### src/rtl/johnson_sequencer_pkg.sv
// Shared types and constants for the Johnson pattern sequencer.
package johnson_sequencer_pkg;

  typedef enum logic [1:0] {
    IDLE = 2'b00,
    RUN  = 2'b01,
    STEP = 2'b10
  } state_t;

  localparam logic [1:0] OP_STOP   = 2'b00;
  localparam logic [1:0] OP_RUN    = 2'b01;
  localparam logic [1:0] OP_STEP_N = 2'b10;
  localparam logic [1:0] OP_CLEAR  = 2'b11;

  localparam logic DIR_FWD = 1'b0;
  localparam logic DIR_REV = 1'b1;

endpackage

### src/rtl/johnson_sequencer_if.sv
// Command handshake bundle for the Johnson sequencer; cmd_ready is driven by the slave.
interface johnson_sequencer_if;
  logic       cmd_valid;
  logic       cmd_ready;
  logic [1:0] cmd_op;
  logic       cmd_dir;
  logic [7:0] cmd_count;

  modport master (output cmd_valid, cmd_op, cmd_dir, cmd_count, input cmd_ready);
  modport slave  (input cmd_valid, cmd_op, cmd_dir, cmd_count, output cmd_ready);
endinterface

### src/rtl/johnson_core.sv
// WIDTH-bit twisted-ring register: shifts one position per step, complementing the bit
// that wraps around. Reset and clear both force the all-zeros code.
module johnson_core
  import johnson_sequencer_pkg::*;
#(
  parameter int WIDTH = 8
) (
  input  logic             clk,
  input  logic             r,
  input  logic             step,
  input  logic             dir,
  input  logic             clear,
  output logic [WIDTH-1:0] q
);

  always_ff @(posedge clk) begin
    if (r || clear) begin
      q <= '0;
    end else if (step) begin
      if (dir == DIR_REV) q <= {~q[0], q[WIDTH-1:1]};
      else                q <= {q[WIDTH-2:0], ~q[WIDTH-1]};
    end
  end

endmodule

### src/rtl/johnson_sequencer.sv
// Command-driven Johnson pattern sequencer: FSM, step-rate prescaler and burst counter.
// Optional wrap pulse / wrap counter outputs when JOHNSON_SEQUENCER_WRAP_EN is defined.
module johnson_sequencer
  import johnson_sequencer_pkg::*;
#(
  parameter int WIDTH      = 8,
  parameter int PRESCALE_W = 8
) (
  input  logic                  clk,
  input  logic                  r,
  johnson_sequencer_if.slave    cmd,
  input  logic [PRESCALE_W-1:0] prescale,
  output logic [WIDTH-1:0]      out,
  output logic                  busy,
  output logic                  done,
  output logic [1:0]            state
`ifdef JOHNSON_SEQUENCER_WRAP_EN
  ,
  output logic                  wrap,
  output logic [7:0]            wrap_cnt
`endif
);

  state_t                state_q, state_d;
  logic                  dir_q, dir_d;
  logic [7:0]            rem_q, rem_d;
  logic [PRESCALE_W-1:0] psc_cnt, psc_d;
  logic                  done_d;
  logic                  step_en, clear_en, tick;

  assign cmd.cmd_ready = 1'b1;
  assign tick          = (psc_cnt == prescale);
  assign busy          = (state_q != IDLE);
  assign state         = state_q;

  always_ff @(posedge clk) begin
    if (r) begin
      state_q <= IDLE;
      dir_q   <= DIR_FWD;
      rem_q   <= '0;
      psc_cnt <= '0;
      done    <= 1'b0;
    end else begin
      state_q <= state_d;
      dir_q   <= dir_d;
      rem_q   <= rem_d;
      psc_cnt <= psc_d;
      done    <= done_d;
    end
  end

  // Accepted commands win over a coincident tick, so that tick never steps.
  always_comb begin
    state_d  = state_q;
    dir_d    = dir_q;
    rem_d    = rem_q;
    psc_d    = psc_cnt;
    done_d   = 1'b0;
    step_en  = 1'b0;
    clear_en = 1'b0;
    if (cmd.cmd_valid) begin
      psc_d = '0;
      case (cmd.cmd_op)
        OP_STOP: state_d = IDLE;
        OP_RUN: begin
          dir_d   = cmd.cmd_dir;
          state_d = RUN;
        end
        OP_STEP_N: begin
          if (cmd.cmd_count != 8'd0) begin
            dir_d   = cmd.cmd_dir;
            rem_d   = cmd.cmd_count;
            state_d = STEP;
          end else begin
            rem_d   = '0;
            done_d  = 1'b1;
            state_d = IDLE;
          end
        end
        OP_CLEAR: begin
          clear_en = 1'b1;
          state_d  = IDLE;
        end
      endcase
    end else begin
      case (state_q)
        RUN: begin
          if (tick) begin
            step_en = 1'b1;
            psc_d   = '0;
          end else begin
            psc_d = psc_cnt + PRESCALE_W'(1);
          end
        end
        STEP: begin
          if (tick) begin
            step_en = 1'b1;
            psc_d   = '0;
            rem_d   = rem_q - 8'd1;
            if (rem_q == 8'd1) begin
              done_d  = 1'b1;
              state_d = IDLE;
            end
          end else begin
            psc_d = psc_cnt + PRESCALE_W'(1);
          end
        end
        default: begin
          psc_d   = '0;
          state_d = IDLE;
        end
      endcase
    end
  end

  johnson_core #(.WIDTH(WIDTH)) u_core (
    .clk   (clk),
    .r     (r),
    .step  (step_en),
    .dir   (dir_q),
    .clear (clear_en),
    .q     (out)
  );

`ifdef JOHNSON_SEQUENCER_WRAP_EN
  // Only 100..0 (forward) or 0..01 (reverse) can step onto all-zeros.
  localparam logic [WIDTH-1:0] PRE_ZERO_FWD = {1'b1, {(WIDTH-1){1'b0}}};
  localparam logic [WIDTH-1:0] PRE_ZERO_REV = {{(WIDTH-1){1'b0}}, 1'b1};
  logic lands_zero;

  assign lands_zero = step_en && ((dir_q == DIR_REV) ? (out == PRE_ZERO_REV)
                                                     : (out == PRE_ZERO_FWD));

  always_ff @(posedge clk) begin
    if (r) begin
      wrap     <= 1'b0;
      wrap_cnt <= '0;
    end else begin
      wrap <= lands_zero;
      if (clear_en)                             wrap_cnt <= '0;
      else if (lands_zero && wrap_cnt != 8'hFF) wrap_cnt <= wrap_cnt + 8'd1;
    end
  end
`endif

endmodule
### src/flat_wrapper.sv
// flat-port wrapper written by rule: the top's interface ports become plain ports
module johnson_sequencer_flat import johnson_sequencer_pkg::*;
#(
  parameter int WIDTH      = 8,
  parameter int PRESCALE_W = 8
)
  (clk, r, prescale, out, busy, done, state, cmd_cmd_valid, cmd_cmd_op, cmd_cmd_dir, cmd_cmd_count, cmd_cmd_ready);
  johnson_sequencer_if cmd_i ();
  input  logic clk;
  input  logic r;
  input  logic [PRESCALE_W-1:0] prescale;
  output logic [WIDTH-1:0] out;
  output logic busy;
  output logic done;
  output logic [1:0] state;
  input wire logic [$bits(cmd_i.cmd_valid)-1:0] cmd_cmd_valid;
  input wire logic [$bits(cmd_i.cmd_op)-1:0] cmd_cmd_op;
  input wire logic [$bits(cmd_i.cmd_dir)-1:0] cmd_cmd_dir;
  input wire logic [$bits(cmd_i.cmd_count)-1:0] cmd_cmd_count;
  output wire logic [$bits(cmd_i.cmd_ready)-1:0] cmd_cmd_ready;
  assign cmd_i.cmd_valid = cmd_cmd_valid;
  assign cmd_i.cmd_op = cmd_cmd_op;
  assign cmd_i.cmd_dir = cmd_cmd_dir;
  assign cmd_i.cmd_count = cmd_cmd_count;
  assign cmd_cmd_ready = cmd_i.cmd_ready;
  johnson_sequencer #(.WIDTH(WIDTH), .PRESCALE_W(PRESCALE_W)) u_core (.clk(clk), .r(r), .cmd(cmd_i), .prescale(prescale), .out(out), .busy(busy), .done(done), .state(state));
endmodule
### config.mk
export PLATFORM = sky130hd
export DESIGN_NAME = johnson_sequencer_flat
export DESIGN_NICKNAME = d
export VERILOG_FILES = /design/src/rtl/johnson_sequencer_pkg.sv /design/src/rtl/johnson_sequencer_if.sv /design/src/rtl/johnson_core.sv /design/src/rtl/johnson_sequencer.sv /design/src/flat_wrapper.sv
export SDC_FILE = /design/constraint.sdc
export NUM_CORES = 1
export LEC_CHECK = 0
export ABC_CLOCK_PERIOD_IN_PS = 4980
export CAP_MARGIN = 20
export CELL_PAD_IN_SITES_DETAIL_PLACEMENT = 1
export CELL_PAD_IN_SITES_GLOBAL_PLACEMENT = 1
export CORE_AREA = 2 2 67 69
export CTS_CLUSTER_SIZE = 40
export DETAILED_ROUTE_END_ITERATION = 12
export DIE_AREA = 0 0 69 71
export PLACE_DENSITY_LB_ADDON = 0.1
export SYNTH_ARGS = -nofsm -noshare
export SYNTH_HDL_FRONTEND = slang
export SYNTH_HIERARCHICAL = 1
export SYNTH_SLANG_ARGS = --single-unit
### constraint.sdc
create_clock -name clk -period 4.98 [get_ports clk]
set_input_delay 0.498 -clock clk [delete_from_list [all_inputs] [get_ports clk]]
set_output_delay 0.498 -clock clk [all_outputs]
set_load 0.005 [all_outputs]
# == Word-level counts from Yosys, hierarchy flattened ==
# Cells that the tools add are included.
# totals
word_cells,61
output_inout_bits,13
regBits,28
# classes
eq_ne,12
reduce_logical,13
muxes,25
bitwise,3
n_addsub,2
# ops
op,count
8-bit two-way mux,6
1-bit two-way mux,12
3-bit AND reduction,3
"8-bit by 1-bit adder with 8-bit output, second input constant",1
"8-bit by 1-bit == test with 1-bit output, second input constant",1
8-bit == test,1
2-bit two-way mux,4
2-bit nonzero test,4
8-bit nonzero test,1
"8-bit by 1-bit subtractor with 8-bit output, second input constant",1
"2-bit == test, second input constant",3
"3-bit by 2-bit inequality test with 1-bit output, second input constant",2
2-bit case mux with 3 select lines,1
"2-bit by 1-bit == test with 1-bit output, second input constant",2
"2-bit by 1-bit inequality test with 1-bit output, second input constant",2
2-bit case mux with 2 select lines,1
2-bit OR reduction,2
4-bit OR reduction,1
1-bit inverter,3
2-bit zero test,1
"2-bit inequality test, second input constant",1
1-bit case mux with 2 select lines,1
1-bit logical OR,1

# == Longest topological paths before layout ==
# depth
ltp_word,5
mapped_depth,8
depth_no_buf,7

# == Modules after synthesis ==
# The synthesis kept the hierarchy.
# modules_own_cells
module,cells_each,seq_area_each_um2,instances,area_each_um2
johnson_sequencer,153,400.4,1,1223.7
johnson_core,39,160.2,1,380.4

# == Least setup slack after synthesis ==
# Ideal clock, no wire load.
# synth_path
path_kind,in2reg
start,input prescale[2]
end,register u_core.u_core.q[1]
path_buffers,2
setup_slack_ps,2911
arrival_time_ps,1984
stages,8
setup_ps,86
cell_sequence,xor2_1 nor4_4 nand3_2 buf_4 nor2_1 buf_4 nor2_1 a211oi_1
# synth_via
elab_chain_len,4
# synth_rtl
element,line,text
start: declaration,flat_wrapper.sv:11,input logic [PRESCALE_W-1:0] prescale;
8-bit == test,johnson_sequencer.sv:32,assign tick = (psc_cnt == prescale);
1-bit two-way mux,"johnson_sequencer.sv:88, johnson_sequencer.sv:96",
1-bit two-way mux,n/a,
1-bit two-way mux,johnson_sequencer.sv:61,if (cmd.cmd_valid) begin
named net u_core.step_en,johnson_sequencer.sv:29,"logic step_en, clear_en, tick;"
end signal: assignment,johnson_core.sv:20,"if (dir == DIR_REV) q <= {~q[0], q[WIDTH-1:1]};"
end signal: assignment,johnson_core.sv:21,"else q <= {q[WIDTH-2:0], ~q[WIDTH-1]};"
end: declaration,johnson_core.sv:13,output logic [WIDTH-1:0] q
# The timed path passes the listed nets, and every way through them passes these cells.
# A chain may end at the register's enable or synchronous reset.

# == Worst setup path after layout ==
# layout_path
start,input prescale[2]
end,register u_core.u_core.q[7]
# The elaborated chain is that of the path after synthesis.

==> results_dict.tcl <==
set metrics [dict create \
    outcome "complete, no violations" \
    crit_type "input port to flip-flop" \
    max_freq_mhz 351.3 \
    grt.overflow.total 0 \
    min_period_ns 2.847 \
    diodes 0 \
    post-route-period-util 0.5716 \
    switching_power_w 0.0001126 \
    post-synth-top-area-cell "dfxtp_1" \
    regArea_um2 560.5 \
    pwr-share-comb 0.148 \
    cts-root-buf "clkbuf_8" \
    gp_congestion 0.8290 \
    synth_xor_area_frac 0.07644 \
    synth-seq-cells 28 \
    hold_viol_final 0 \
    die-area_um2 4899 \
    grt_usage 0.1897 \
    crit_required_ns 5.21 \
    synth_fp_nets 220 \
    cts.sinks 28 \
    final_cell_mix "33 x clkdlybuf4s50_1, 28 x dfxtp_1, 25 x nor2_1" \
    drtPass1Iterations 4 \
    startpoint "prescale[2]" \
    power.density_nw_per_um2 214.8 \
    slew_headroom 0.3509 \
    p_leak_nw 0.6739 \
    cts_hold_buf 0 \
    pwr-share-clk 0.302 \
    yosysTopAreaCellShare 0.3495 \
    final_nets 248 \
    switching_share 0.2642 \
    port_buffers 33 \
    vias 1494 \
    synth_fa_ha_area_frac 0.04680 \
    r2r-start "u_core/psc_cnt[2]" \
    peakVddDrop_mv 0.08962 \
    layout_commonest_cell "clkdlybuf4s50_1" \
    cts_resized 0 \
    synth_mux_area_frac 0.04368 \
    drc 0 \
    avgRoutedWirePerCell_um 16.62 \
    crit_fanout 16 \
    n_fill_cell 512 \
    worst_slew_pin_slew_ns 0.9701 \
    tns_ns 0 \
    drt_iter0_markers 72 \
    drive_gt1_frac 0.05046 \
    cap_violations 0 \
    io_pins 35 \
    synth_compound_area_frac 0.1630 \
    syn_to_final_growth_pct 23.71 \
    via_per_inst 5.533 \
    clkTransAtPathRegs_ns 0.09 \
    grt_setup_unrepaired "false" \
    yosys_warnings 6 \
    ys_seq_area_frac 0.3495 \
    clockBufferDepth 2 \
    cts_tree "built" \
    insertion_delay_ns 0.28 \
    die_h_um 71 \
    rows 24 \
    coreArea_um2 4204 \
    synthSimpleGateAreaFrac 0.2691 \
    synth_cell_types 43 \
    hpwl_um 3342 \
    die_w_um 69 \
    cts_buffers 3 \
    syn-cell-area_um2 1604 \
    antenna_found_initial 0 \
    synth.area.top_cells "dfxtp_1 35%, nor2_1 5.9%, xor2_1 5.5%, ha_1 4.7%, mux2i_1 4.4%" \
    setup_viol 0 \
    fin_skew_ns 0.008021 \
    start_util 0.3815 \
    start_kind "input port" \
    post_cts.repair.setup_buffers 0 \
    grt_pass1_vias 1593 \
    final_antenna_net_count 0 \
    finalMaxSlewViolations 0 \
    worstPathArrival_ns 3.07 \
    final_core_util 0.4720 \
    power.internal_w 0.0003136 \
    synth_top_family_by_area "simple AND/OR/NAND/NOR gates" \
    synth_cells 192 \
    hold_start "u_core/psc_cnt[0]" \
    multi_input_area_um2 964.7 \
    syn_avg_cell_area_um2 8.354 \
    min_path_type "flip-flop to flip-flop" \
    wl_um 4487 \
    grt_max_degree 17 \
    seqPwrFrac 0.550 \
    grt_pass1_wl_um 7645 \
    h-tree-depth 1 \
    crit_path_end_kind "flip-flop" \
]
==> through the flow <==
step           hold WS [ns]  instances  area (um^2)  total power [W]  setup WS [ns]
3_3_place_gp         0.4605        267         1943        0.0002982          2.043
6_report             0.5062        270         1984        0.0004262          2.133
4_1_cts              0.5186        270         1984        0.0004262          2.132
2_1_floorplan        0.4398        192         1604        0.0002719          2.911
3_5_place_dp         0.4939        267         1943        0.0003017          1.854
5_1_grt              0.5619        270         1984        0.0004448          1.885
==> sequential cells by signal (all words and copies together), names as in the netlist <==
| signal | cells |
|---|---|
| u_core/dir_q | 1 |
| u_core/done | 1 |
| u_core/psc_cnt | 8 |
| u_core/rem_q | 8 |
| u_core/state | 2 |
| u_core/u_core/q | 8 |
==> routing by layer <==
layer	GRT usage	share of wire	vias to the layer above
met2	0.3280	0.49	25
met4	0.06754	0.015	0
met3	0.02991	0.030	7
li1	-	-	738
met5	0	0	-
met1	0.2401	0.46	724
==> logic make-up after synthesis <==
logic type | count (synthesis)
simple gates | 83
other cells | 1
flops | 28
xor+xnor | 14
compound gates | 37
buf+inv | 16
fa+ha+maj | 6
mux | 7
==> worst max-delay path: stages <==
cell             delay [ns]
clkdlybuf4s50_1        0.42
xor2_1                 0.18
nor4_4                 0.39
nand3_2                0.28
nor2_1                 0.82
nor3b_1                0.30
a31o_2                 0.19
==> area by class of cell <==
type / instances / area share
clock buffers: 3 / 0.02081
flip-flops and latches: 28 / 0.2825
well taps: 52 / 0.03279
multi-input cells: 148 / 0.4861
inverters: 6 / 0.01135
repair buffers: 33 / 0.1665
==> path summary, 6_finish.rpt <==
path | endpoint | slack (ns) | cells past startpoint
worst max register to register | u_core/u_core/q[7] | 2.39 | 6
worst min-delay path | u_core/psc_cnt[0] | 0.51 | 1
worst min register to register | u_core/psc_cnt[0] | 0.51 | 1
worst max-delay path | u_core/u_core/q[7] | 2.13 | 7
==> power by group through the flow <==
stage / Combinational, W / Clock, W / Sequential [W]
2_1_floorplan: 0.0000354 / 0 / 0.000236
3_3_place_gp: 0.0000595 / 0 / 0.000239
3_5_place_dp: 0.0000625 / 0 / 0.000239
4_1_cts: 0.0000627 / 0.000129 / 0.000234
5_1_grt: 0.0000694 / 0.000140 / 0.000235
6_report: 0.0000630 / 0.000129 / 0.000235
==> cell usage after synthesis <==
library cell  instances
a31oi_1               8
nand2_1              18
mux2i_1               7
a211oi_1              8
nor2_1               25
a41oi_1               1
o22a_1                1
clkbuf_1              6
or2_1                 1
nor4b_1               1
or4_1                 1
a22oi_1               2
nor4_4                1
o21ai_0               3
buf_6                 1
buf_4                 3
o211ai_1              3
inv_1                 6
and3_2                2
nand4_1               3
or3_1                 3
o22ai_1               1
nor3b_1               1
or4b_1                1
nor3_1                3
or2_2                 2
and3_1                4
or2_0                 2
and2_0                1
conb_1                1
a21oi_1               5
xor2_1               10
a31o_2                1
nand3_2               1
nor2b_1               3
dfxtp_1              28
xnor2_1               4
o311ai_0              3
a311oi_2              1
nand3_1               6
nand3b_1              1
ha_1                  6
nor4_1                3
Power figures use the tool's default switching activity.
